[src/rtl/dcmprog_pkg.sv]
// Shared types and constants for the DCM_CLKGEN run-time M/D reprogrammer.
package dcmprog_pkg;

  typedef enum logic [3:0] {
    IDLE, LOAD_D, GAP_D, LOAD_M, GAP_M, GO, WAIT_DONE, WAIT_LOCK, FINISH, ERR
  } state_e;

  // Command prefixes, bit0 goes out on PROGDATA first.
  localparam logic [1:0] CMD_LOAD_D = 2'b01;
  localparam logic [1:0] CMD_LOAD_M = 2'b11;

  localparam logic [1:0] ERR_NONE         = 2'd0;
  localparam logic [1:0] ERR_BAD_PARAM    = 2'd1;
  localparam logic [1:0] ERR_DONE_TIMEOUT = 2'd2;
  localparam logic [1:0] ERR_LOCK_TIMEOUT = 2'd3;

  localparam logic [8:0] M_MIN = 9'd2;
  localparam logic [8:0] M_MAX = 9'd256;
  localparam logic [8:0] D_MIN = 9'd1;
  localparam logic [8:0] D_MAX = 9'd256;

  // True when M and D are inside the DCM_CLKGEN legal ranges.
  function automatic logic params_ok(input logic [8:0] m, input logic [8:0] d);
    return (m >= M_MIN) && (m <= M_MAX) && (d >= D_MIN) && (d <= D_MAX);
  endfunction

endpackage

[src/rtl/dcmprog_shifter.sv]
// 10-bit parallel-load shift register feeding PROGDATA, LSB first.
// Zeros shift in behind the frame, so the serial output idles low once a
// frame has fully left; last_o flags the tenth (final) bit on the line.
module dcmprog_shifter
  import dcmprog_pkg::*;
(
  input  logic       clk_i,
  input  logic       rst_ni,
  input  logic       load_i,
  input  logic       shift_i,
  input  logic [1:0] cmd_i,
  input  logic [7:0] val_i,
  output logic       ser_o,
  output logic       last_o
);

  logic [9:0] sr_q;
  logic [3:0] cnt_q;

  // Load a {value, command} frame or advance one bit.
  always_ff @(posedge clk_i or negedge rst_ni) begin
    if (!rst_ni) begin
      sr_q  <= '0;
      cnt_q <= '0;
    end else if (load_i) begin
      sr_q  <= {val_i, cmd_i};
      cnt_q <= '0;
    end else if (shift_i) begin
      sr_q  <= {1'b0, sr_q[9:1]};
      cnt_q <= cnt_q + 4'd1;
    end
  end

  assign ser_o  = sr_q[0];
  assign last_o = (cnt_q == 4'd9);

endmodule

[src/rtl/dcm_clkgen_prog.sv]
// Run-time M/D reprogrammer for a Spartan-6 DCM_CLKGEN.
// Accepts one (M, D) request, shifts LOAD_D / LOAD_M / GO onto PROGEN and
// PROGDATA, then waits for a PROGDONE rising edge.
// Define DCMPROG_LOCK_WAIT_EN to additionally wait for LOCKED after PROGDONE.
module dcm_clkgen_prog
  import dcmprog_pkg::*;
#(
  parameter int unsigned TIMEOUT_CYC = 65535,
  parameter int unsigned GAP_CYC     = 2
) (
  input  logic       clkin,
  input  logic       rst_n,
  input  logic       cfg_valid,
  output logic       cfg_ready,
  input  logic [8:0] cfg_m,
  input  logic [8:0] cfg_d,
  output logic       prog_en,
  output logic       prog_data,
  input  logic       prog_done,
  input  logic       dcm_locked,
  output logic       busy,
  output logic       done,
  output logic       err,
  output logic [1:0] err_code
);

  localparam int TW = $clog2(TIMEOUT_CYC + 1);
  localparam int GW = $clog2(GAP_CYC + 1);

  state_e        state_q, state_d;
  logic [8:0]    m_q, m_d, d_q, d_d;
  logic [GW-1:0] gap_q, gap_d;
  logic [TW-1:0] tmo_q, tmo_d;
  logic          low_seen_q, low_seen_d;
  logic [1:0]    code_q, code_d;
  logic          en_q, ready_q, busy_q, done_q, err_q;

  logic          sh_load, sh_shift, sh_ser, sh_last;
  logic [1:0]    sh_cmd;
  logic [7:0]    sh_val;
  logic [7:0]    dv_w, mv_w;
  logic          gap_last, tmo_hit;

  assign dv_w     = 8'(cfg_d - 9'd1);
  assign mv_w     = 8'(m_q - 9'd1);
  assign gap_last = (gap_q == GW'(GAP_CYC - 1));
  assign tmo_hit  = (tmo_q == TW'(TIMEOUT_CYC - 1));

`ifndef DCMPROG_LOCK_WAIT_EN
  logic unused_lock;
  assign unused_lock = dcm_locked;
`endif

  dcmprog_shifter u_shifter (
    .clk_i   (clkin),
    .rst_ni  (rst_n),
    .load_i  (sh_load),
    .shift_i (sh_shift),
    .cmd_i   (sh_cmd),
    .val_i   (sh_val),
    .ser_o   (sh_ser),
    .last_o  (sh_last)
  );

  // Next-state, counters and shifter control.
  always_comb begin
    state_d    = state_q;
    m_d        = m_q;
    d_d        = d_q;
    gap_d      = gap_q;
    tmo_d      = tmo_q;
    low_seen_d = low_seen_q;
    code_d     = code_q;
    sh_load    = 1'b0;
    sh_shift   = 1'b0;
    sh_cmd     = CMD_LOAD_D;
    sh_val     = '0;
    case (state_q)
      IDLE: if (cfg_valid) begin
        m_d    = cfg_m;
        d_d    = cfg_d;
        code_d = ERR_NONE;
        if (params_ok(cfg_m, cfg_d)) begin
          state_d = LOAD_D;
          sh_load = 1'b1;
          sh_cmd  = CMD_LOAD_D;
          sh_val  = dv_w;
        end else begin
          state_d = ERR;
          code_d  = ERR_BAD_PARAM;
        end
      end
      LOAD_D: begin
        sh_shift = 1'b1;
        if (sh_last) begin
          state_d = GAP_D;
          gap_d   = '0;
        end
      end
      GAP_D: begin
        if (gap_last) begin
          state_d = LOAD_M;
          sh_load = 1'b1;
          sh_cmd  = CMD_LOAD_M;
          sh_val  = mv_w;
        end else begin
          gap_d = gap_q + GW'(1);
        end
      end
      LOAD_M: begin
        sh_shift = 1'b1;
        if (sh_last) begin
          state_d = GAP_M;
          gap_d   = '0;
        end
      end
      GAP_M: begin
        if (gap_last) state_d = GO;
        else          gap_d   = gap_q + GW'(1);
      end
      GO: begin
        state_d    = WAIT_DONE;
        tmo_d      = '0;
        low_seen_d = 1'b0;
      end
      // A rising edge needs a low sample first; a level already high on entry doesn't count.
      WAIT_DONE: begin
        if (low_seen_q && prog_done) begin
`ifdef DCMPROG_LOCK_WAIT_EN
          state_d = WAIT_LOCK;
          tmo_d   = '0;
`else
          state_d = FINISH;
`endif
        end else if (tmo_hit) begin
          state_d = ERR;
          code_d  = ERR_DONE_TIMEOUT;
        end else begin
          tmo_d = tmo_q + TW'(1);
          if (!prog_done) low_seen_d = 1'b1;
        end
      end
`ifdef DCMPROG_LOCK_WAIT_EN
      WAIT_LOCK: begin
        if (dcm_locked) begin
          state_d = FINISH;
        end else if (tmo_hit) begin
          state_d = ERR;
          code_d  = ERR_LOCK_TIMEOUT;
        end else begin
          tmo_d = tmo_q + TW'(1);
        end
      end
`endif
      FINISH:  state_d = IDLE;
      ERR:     state_d = IDLE;
      default: state_d = IDLE;
    endcase
  end

  // State, counters and registered outputs derived from the next state.
  always_ff @(posedge clkin or negedge rst_n) begin
    if (!rst_n) begin
      state_q    <= IDLE;
      m_q        <= '0;
      d_q        <= '0;
      gap_q      <= '0;
      tmo_q      <= '0;
      low_seen_q <= 1'b0;
      code_q     <= ERR_NONE;
      en_q       <= 1'b0;
      ready_q    <= 1'b1;
      busy_q     <= 1'b0;
      done_q     <= 1'b0;
      err_q      <= 1'b0;
    end else begin
      state_q    <= state_d;
      m_q        <= m_d;
      d_q        <= d_d;
      gap_q      <= gap_d;
      tmo_q      <= tmo_d;
      low_seen_q <= low_seen_d;
      code_q     <= code_d;
      en_q       <= (state_d == LOAD_D) || (state_d == LOAD_M) || (state_d == GO);
      ready_q    <= (state_d == IDLE);
      busy_q     <= (state_d != IDLE);
      done_q     <= (state_d == FINISH);
      err_q      <= (state_d == ERR);
    end
  end

  assign cfg_ready = ready_q;
  assign prog_en   = en_q;
  assign prog_data = sh_ser;
  assign busy      = busy_q;
  assign done      = done_q;
  assign err       = err_q;
  assign err_code  = code_q;

endmodule

[config.mk]
export PLATFORM = sky130hd
export DESIGN_NAME = dcm_clkgen_prog
export DESIGN_NICKNAME = d
export VERILOG_FILES = /design/src/rtl/dcmprog_pkg.sv /design/src/rtl/dcmprog_shifter.sv /design/src/rtl/dcm_clkgen_prog.sv
export SDC_FILE = /design/constraint.sdc
export NUM_CORES = 1
export LEC_CHECK = 0
export CORE_UTILIZATION = 30
export DETAILED_ROUTE_END_ITERATION = 10
export PLACE_DENSITY_LB_ADDON = 0.05
export SLEW_MARGIN = 25
export SYNTH_ARGS = -nofsm -noshare
export SYNTH_HDL_FRONTEND = slang
export SYNTH_SLANG_ARGS = --single-unit
[constraint.sdc]
create_clock -name clkin -period 4.01 [get_ports clkin]
set_input_delay 0.6015 -clock clkin [delete_from_list [all_inputs] [get_ports clkin]]
set_output_delay 0.6015 -clock clkin [all_outputs]
set_load 0.1 [all_outputs]
### Yosys cells after proc, flatten, opt, wreduce, memory -nomap -nowiden

Cells that the tools add are included.

| storage, ports and cells | value |
|---|---|
| bits in registers | 52 |
| output and inout bits | 8 |
| logic and storage cells | 102 |

| operators by class | value |
|---|---|
| add/subtract/negate cells | 5 |
| $lt $le $gt $ge | 4 |
| equality and inequality tests | 21 |
| muxes and demuxes | 39 |
| reduce and logical (&&, ||, !) cells | 20 |

Operator list:

| kind | count |
|---|---|
| $mux W4 | 10 |
| $mux W16 | 2 |
| $pmux W16 S2 | 1 |
| $pmux W4 S7 | 1 |
| $mux W8 | 3 |
| $mux W10 | 2 |
| $le A9 B9 Y1 const B | 2 |
| $add A16 B1 Y16 const B | 1 |
| $eq A16 B16 Y1 const B | 1 |
| $eq A4 B3 Y1 const B | 4 |
| $pmux W8 S2 | 1 |
| $sub A8 B1 Y8 const B | 2 |
| $mux W2 | 7 |
| $eq A4 B2 Y1 const B | 3 |
| $eq A4 B4 Y1 const B | 3 |
| $ne A2 B2 Y1 const B | 6 |
| $ge A9 B1 Y1 const B | 1 |
| $ge A9 B2 Y1 const B | 1 |
| $eq A4 B1 Y1 const B | 2 |
| $logic_not A4 Y1 | 2 |
| $mux W1 | 8 |
| $pmux W2 S2 | 2 |
| $reduce_and A4 Y1 | 2 |
| $reduce_bool A2 Y1 | 4 |
| 11 further kinds | 18 |

### Longest topological paths before layout

Gate-level depths: netlist (run 1).

| logic depth | value |
|---|---|
| depth in word-level cells | 10 |
| depth in mapped cells | 8 |
| mapped depth without buffers | 7 |

### Modules after synthesis

Synthesis (run 1) repeated with hierarchy kept, for this count alone.

| unflattened totals | value |
|---|---|
| cell total of the unflattened synthesis | 317 |
| area, all modules | 2,940.3 um2 |

Modules (own cells, without submodules):

| module | instances | cells each | area each (um2) |
|---|---|---|---|
| dcm_clkgen_prog | 1 | 252 | 2,243.4 |
| dcmprog_shifter | 1 | 65 | 696.9 |

### Worst setup path after synthesis (run 1)

Ideal clock, no wire load.

| path | value |
|---|---|
| kind | input-to-reg |
| start point | input port cfg_d[2] |
| end point | register u_shifter.sr_q[7] |
| setup time | 0.080 ns |
| arrival time | 1.951 ns |
| data required time | 3.930 ns |
| setup slack | 1.979 ns |
| stages on the path | 6 |
| path buffers | 1 |
| cells stage by stage | nor3_1 -> a31oi_1 -> a21o_1 -> buf_2 -> o32a_1 -> a2bb2oi_1 |

| between the ends | value |
|---|---|
| longest elaborated chain between the ends | 7 |
| elaborated cells between the ends (all ways) | 13 |

Ends and longest elaborated chain:

| item | line | text |
|---|---|---|
| from (decl) | dcm_clkgen_prog.sv:16 | `input logic [8:0] cfg_d,` |
| $ge A9 B1 Y1 | dcmprog_pkg.sv:24 | `return (m >= M_MIN) && (m <= M_MAX) && (d >= D_MIN) && (d <= D_MAX);` |
| $logic_and A1 B1 Y1 (2 in a row) | dcmprog_pkg.sv:24 |  |
| $mux W8 / $mux W1 (equally long branches) | dcm_clkgen_prog.sv:83 | `if (params_ok(cfg_m, cfg_d)) begin` |
| $mux W8 / $mux W1 (equally long branches) | dcm_clkgen_prog.sv:79 | `IDLE: if (cfg_valid) begin` |
| $pmux W8 S2 / $pmux W1 S2 (equally long branches) | dcm_clkgen_prog.sv:78 | `case (state_q)` |
| $mux W10 / $reduce_bool A2 Y1 (equally long branches) | - |  |
| to (signal assigned) | dcmprog_shifter.sv:26 | `sr_q <= {val_i, cmd_i};` |
| to (signal assigned) | dcmprog_shifter.sv:29 | `sr_q <= {1'b0, sr_q[9:1]};` |
| to (decl) | dcmprog_shifter.sv:17 | `logic [9:0] sr_q;` |

Parallel ways exist; a longest one is shown, timed or not.
A chain may end at the register's enable or synchronous reset.

### Final worst setup path (run 1)

| path | value |
|---|---|
| start point | input port cfg_d[2] |
| end point | register u_shifter.sr_q[4] |

The elaborated chain is that of the path after synthesis.

==> flow_metrics.env, run 1 <==
export IMPL_status="complete, no violations"
export IMPL_place_area_um2=3340
export IMPL_holdWs_ns=0.360
export IMPL_synth_flop_cell="dfrtp_1"
export IMPL_crit_path_start="cfg_d[2]"
export IMPL_seq_power_share_pct=38.9
export IMPL_cellLeakagePower_nw=1.42
export IMPL_syn_cell_area_um2=2910
export IMPL_initial_core_util_pct=31.2
export IMPL_grt_max_degree=33
export IMPL_crit_chain="clkdlybuf4s50_1 > nor3_1 > a31oi_1 > a21o_1 > o21ai_0 > o221ai_1"
export IMPL_grt_usage_pct=15.4
export IMPL_dr_pass1_iters=4
export IMPL_grt_pass1_wl_mm=11.9
export IMPL_cts_root_buffer="clkbuf_8"
export IMPL_synthCells=298
export IMPL_synth_nets=330
export IMPL_multiInputGateArea_um2=1530
export IMPL_dp_hpwl_mm=5.09
export IMPL_synth_edf_count=0
export IMPL_clk_latency_ns=0.31
export IMPL_tritoncts="done"
export IMPL_cts_made_buffers=5
export IMPL_dieHeight_um=101
export IMPL_rsz0062_at_grt="no"
export IMPL_ctsHtreeMaxLevel=2
export IMPL_grt_antenna_before_repair=0
export IMPL_path_class="in2reg"
export IMPL_hold_viol=0
export IMPL_pwr_share_comb_pct=43.6
export IMPL_final_cell_count_no_fill=458
export IMPL_critPathMaxStageDelay_ns=0.61
export IMPL_synth_most_common_cell="dfrtp_1"
export IMPL_start_kind="input pin"
export IMPL_wirelength_mm=6.95
export IMPL_min_period_ns=2.84
export IMPL_cp_max_fo=14
export IMPL_synth_yosys_seq_area_share_pct=44.7
export IMPL_critPathArrivalTime_ns=3.00
export IMPL_clk_pin_slew_ns=0.10
export IMPL_p_clk_share_pct=17.5
export IMPL_power_density_nw_per_um2=608
export IMPL_max_cap_violations=0
export IMPL_yosysWarnings=0
export IMPL_place_inst=450
export IMPL_regArea_um2=1300
export IMPL_slew_violations=0
export IMPL_die_w_um=101
export IMPL_synth_seq_cells=52
export IMPL_grt_pass1_vias=2342
export IMPL_portBuffers=29
export IMPL_dieArea_um2=10100
export IMPL_worst_pin_slew_ns=0.965
export IMPL_cts_resized=0
export IMPL_timing_rr_start="state_q[3]"
export IMPL_cts_num_sinks=52
export IMPL_cts_path_max_buffers=2
export IMPL_drt_initial_drc_count=69
export IMPL_crit_required_ns=4.16
export IMPL_gp_congestion=0.831
export IMPL_slew_headroom_pct=35.4
export IMPL_tns_ns=0
export IMPL_fin_nets=360
export IMPL_diodes=0
export IMPL_gr_total_overflow=0
export IMPL_fin_crit_sh_pct=70.9
export IMPL_ys_top_cells_by_count="dfrtp_1 (51), nor2_1 (31), nand2_1 (22)"
export IMPL_ys_types=53
export IMPL_slowest_stage="o21ai_0"
export IMPL_p_switching_w=0.000868
export IMPL_switching_share_pct=41.4
export IMPL_syn_avg_cell_area_um2=9.77
export IMPL_final_area_um2=3440
export IMPL_internal_power_w=0.00123
export IMPL_worstSetupEndpointType="flop"
export IMPL_fin_skew_ns=0.00645
export IMPL_drive_gt1_share_pct=7.60
export IMPL_dr_total_vias=2326
export IMPL_synth_top_area_share_pct=43.8
export IMPL_postCtsHoldBufs=0
export IMPL_postRouteAntennaNets=0
export IMPL_setup_viol_count_final=0
export IMPL_finalPower_w=0.00209
export IMPL_hold_path_class="in2async"
export IMPL_synth_top_area_cell="dfrtp_1"
export IMPL_wl_per_cell_um=15.2
export IMPL_ir_drop_uv=216
export IMPL_post_cts_buffers=0
export IMPL_areaGrowthSynthToFinish_pct=18.3
export IMPL_fp_coreArea_um2=9330
export IMPL_routed_via_density=5.08
export IMPL_drc=0
export IMPL_io_pin_count=31
export IMPL_synthTopCellsByArea="dfrtp_1 (44%), xor2_1 (5.1%), nor2_1 (4.0%), ha_1 (3.9%), mux2_2 (3.1%)"
export IMPL_max_freq_mhz=352
export IMPL_n_fill_cell=952
export IMPL_synthArstFlopShare_pct=100
export IMPL_fp_row_count=35
## state kept, by name (all words and copies together) (netlist names)
signal	cells
err_code	2
gap_q	2
u_shifter.sr_q	10
busy	1
cfg_ready	1
tmo_q	16
state_q	4
low_seen_q	1
m_q	8
prog_en	1
done	1
err	1
u_shifter.cnt_q	4
## layout make-up
type | instances | share of cell area, %
inverters | 13 | 1.42
clock buffers | 7 | 2.22
repair buffers | 31 | 8.72
clock inverters | 1 | 0.872
flip-flops and latches | 52 | 37.8
well taps | 129 | 4.69
multi-input cells | 225 | 44.3
## cell families after synthesis
kind of cell	Yosys count	synth area share, %
buf+inv	21	2.92
simple gates	111	21.2
xor+xnor	21	6.31
compound gates	75	17.5
fa+ha+maj	9	3.87
mux	9	3.44
flops	52	44.7
## stage by stage
step	setup WS [ns]	utilization, %
after floorplan	1.98	-
after global placement	0.853	35.8
after detailed placement	0.815	35.8
after CTS	1.17	36.9
after global routing	0.799	36.9
final	1.17	36.9
## routing by layer
metal	up-vias	GRT usage (%)	wire (µm)
met5	-	0	0
met4	0	4.68	111
met3	7	2.43	262
met2	51	24.4	3110
met1	1109	21.4	3460
li1	1159	-	-
## critical path, delay by kind of cell
kind                   cells  cell delay (ns)
and+or+nand+nor            1             0.50
buffers and inverters      1             0.48
AOI/OAI and AO/OA          4             1.40
## path summary, 6_finish.rpt
check	endpoint	slack, ns	cells after the start
worst max-delay path	u_shifter.sr_q[4]	1.17	6
worst min-delay path	tmo_q[15]	0.36	1
worst max register to register	tmo_q[8]	1.58	5
worst min register to register	err_code[1]	0.48	1
max in group asynchronous	state_q[3]	2.86	2
min in group clkin	err_code[1]	0.48	1
## cells in the final DEF (no fill, tap or decap), types with 3 or more instances in the layout
| cell | count |
|---|---|
| o32a_1 | 5 |
| o211ai_1 | 6 |
| or4_1 | 6 |
| inv_1 | 13 |
| a21o_1 | 4 |
| o21ai_0 | 15 |
| o221ai_1 | 7 |
| dfrtp_1 | 51 |
| nand2_1 | 22 |
| clkdlybuf4s50_1 | 28 |
| xnor2_1 | 4 |
| and4_1 | 4 |
| nand4_1 | 4 |
| clkbuf_8 | 5 |
| and3_1 | 3 |
| xor2_1 | 17 |
| o31ai_1 | 4 |
| a2bb2oi_1 | 7 |
| mux2_2 | 8 |
| nand3_1 | 11 |
| a21oi_1 | 16 |
| nand3b_1 | 3 |
| nor3_1 | 7 |
| nor2_1 | 31 |
| a31oi_1 | 4 |
| ha_1 | 9 |
## power groups by stage
stage	clock (W)	combinational, W	sequential (W)
floorplan	0	0.000516	0.000993
detailed placement	0	0.000928	0.000826
CTS	0.000383	0.000928	0.000817
global placement	0	0.000923	0.000827
finish	0.000366	0.000913	0.000816
global route	0.000402	0.00101	0.000841
No activity file was read; power rests on OpenSTA's default activity.
==> inputs of run 2 (changes only) <==
==> constraint.sdc (replaced) <==
create_clock -name clkin -period 2.67 [get_ports clkin]
set_input_delay 0.4005 -clock clkin [delete_from_list [all_inputs] [get_ports clkin]]
set_output_delay 0.4005 -clock clkin [all_outputs]
set_load 0.1 [all_outputs]
==> run 2 against run 1 <==
Compared with the run above:
- clock skew is 0.0038 ns higher
- core utilization is 0.72 points higher
- largest cell class unchanged
- critical path depth is 1 lower
- design area is 2.0% higher
- register-to-register slack worse by 1.2 ns
- die area stayed put
- global-route usage is 0.22 points lower
- combinational power is 57% higher
- first-iteration DRC count is 48% higher
==> flow_metrics.env, run 2 (same netlist as run 1, synthesis figures left out) <==
export IMPL_setup_viol_count_final=0
export IMPL_diodes=0
export IMPL_postRouteAntennaNets=0
export IMPL_ir_drop_uv=344
export IMPL_cts_num_sinks=52
export IMPL_cp_max_fo=13
export IMPL_fin_nets=373
export IMPL_slew_headroom_pct=47.5
export IMPL_path_class="reg2reg"
export IMPL_slowest_stage="o211ai_1"
export IMPL_drive_gt1_share_pct=13.8
export IMPL_drc=0
export IMPL_reg_largest_list="tmo_q x16, u_shifter.sr_q x10, m_q x8"
export IMPL_gp_congestion=0.837
export IMPL_hold_path_class="in2async"
export IMPL_status="complete, no violations"
export IMPL_clk_latency_ns=0.30
export IMPL_grt_use_met1_pct=20.5
export IMPL_max_freq_mhz=437
export IMPL_largest_register="tmo_q"
export IMPL_dieArea_um2=10100
export IMPL_portBuffers=29
export IMPL_critPathArrivalTime_ns=2.47
export IMPL_grt_antenna_before_repair=0
export IMPL_grt_pass1_wl_mm=11.9
export IMPL_largest_register_ffs=16
export IMPL_grtUsageMet2_pct=24.7
export IMPL_cts_path_max_buffers=2
export IMPL_multiInputGateArea_um2=1530
export IMPL_dr_pass1_iters=4
export IMPL_fin_crit_sh_pct=85.6
export IMPL_layout_common_cells="dfrtp_1 (51), nor2_1 (31), buf_4 (23)"
export IMPL_dr_total_vias=2342
export IMPL_max_cap_violations=0
export IMPL_post_cts_buffers=0
export IMPL_holdWs_ns=0.213
export IMPL_routed_via_density=4.98
export IMPL_tns_ns=0
export IMPL_critPathMaxStageDelay_ns=0.69
export IMPL_dieHeight_um=101
export IMPL_drt_initial_drc_count=102
export IMPL_grt_pass1_vias=2391
export IMPL_finalPower_w=0.00315
export IMPL_cts_resized=0
export IMPL_fp_coreArea_um2=9330
export IMPL_fin_skew_ns=0.0103
export IMPL_postCtsHoldBufs=0
export IMPL_grt_use_met3_pct=3.26
export IMPL_worst_pin_slew_ns=0.786
export IMPL_crit_required_ns=2.85
export IMPL_crit_chain="and4_1 > nand4_1 > o211ai_1 > or4_1 > a21oi_1"
export IMPL_slew_violations=0
export IMPL_power_density_nw_per_um2=897
export IMPL_io_pin_count=31
export IMPL_ctsHtreeMaxLevel=2
export IMPL_min_period_ns=2.29
export IMPL_worstSetupEndpointType="flop"
export IMPL_n_fill_cell=969
export IMPL_hold_viol=0
export IMPL_tritoncts="done"
export IMPL_regArea_um2=1300
export IMPL_dp_hpwl_mm=5.14
export IMPL_grt_busiest_layer="met2"
export IMPL_final_common_cell="dfrtp_1"
export IMPL_cellLeakagePower_nw=1.49
export IMPL_fp_row_count=35
export IMPL_cts_made_buffers=5
export IMPL_clk_pin_slew_ns=0.10
export IMPL_wirelength_mm=7.01
export IMPL_die_w_um=101
export IMPL_cts_root_buffer="clkbuf_8"
export IMPL_initial_core_util_pct=31.2
export IMPL_final_core_util_pct=37.7
export IMPL_wl_per_cell_um=14.9
export IMPL_gr_total_overflow=0
export IMPL_areaGrowthSynthToFinish_pct=20.6
export IMPL_start_kind="flop"
export IMPL_rsz0062_at_grt="no"
export IMPL_grt_max_degree=53
export IMPL_grt_usage_pct=15.1
## run 2: worst paths after layout
check | start | to | slack, ns | cells after the start
worst min register to register | err_code[1] | err_code[1] | 0.49 | 1
worst min-delay path | rst_n | tmo_q[12] | 0.21 | 2
min in group clkin | err_code[1] | err_code[1] | 0.49 | 1
worst max-delay path | tmo_q[10] | tmo_q[6] | 0.38 | 5
max in group asynchronous | rst_n | u_shifter.cnt_q[2] | 1.99 | 2
worst max register to register | tmo_q[10] | tmo_q[6] | 0.38 | 5
## run 2: final cells by class
cell class,instances,area share [%]
multi-input combinational,225,43.4
inverter,13,1.39
sequential,52,37.1
clock buffer,7,2.74
timing repair buffer,44,10.8
tap,129,4.60
## run 2: metal layers
| layer | vias up | wire length [µm] |
|---|---|---|
| met1 | 1100 | 3520 |
| met2 | 50 | 3130 |
| met4 | 0 | 72 |
| li1 | 1185 | - |
| met5 | - | 0 |
| met3 | 7 | 289 |
## run 2: through the flow
stage	area, µm²	setup WS [ns]	std cells
2_1_floorplan	2910	0.747	298
3_3_place_gp	3420	0.131	463
3_5_place_dp	3420	0.132	463
4_1_cts	3510	0.376	470
5_1_grt	3510	0.124	470
6_report	3510	0.383	470
## run 2: power by group
part | switching, W | internal [W] | leakage (nW)
Sequential | 0.000202 | 0.00103 | 0.658
Clock | 0.000258 | 0.000232 | 0.0503
Combinational | 0.000859 | 0.000571 | 0.778
## run 2: critical path: cells and delay by family (launching register included)
family          cells  cell delay, ns
flops               1            0.43
compound gates      2            0.76
simple gates        3            0.97
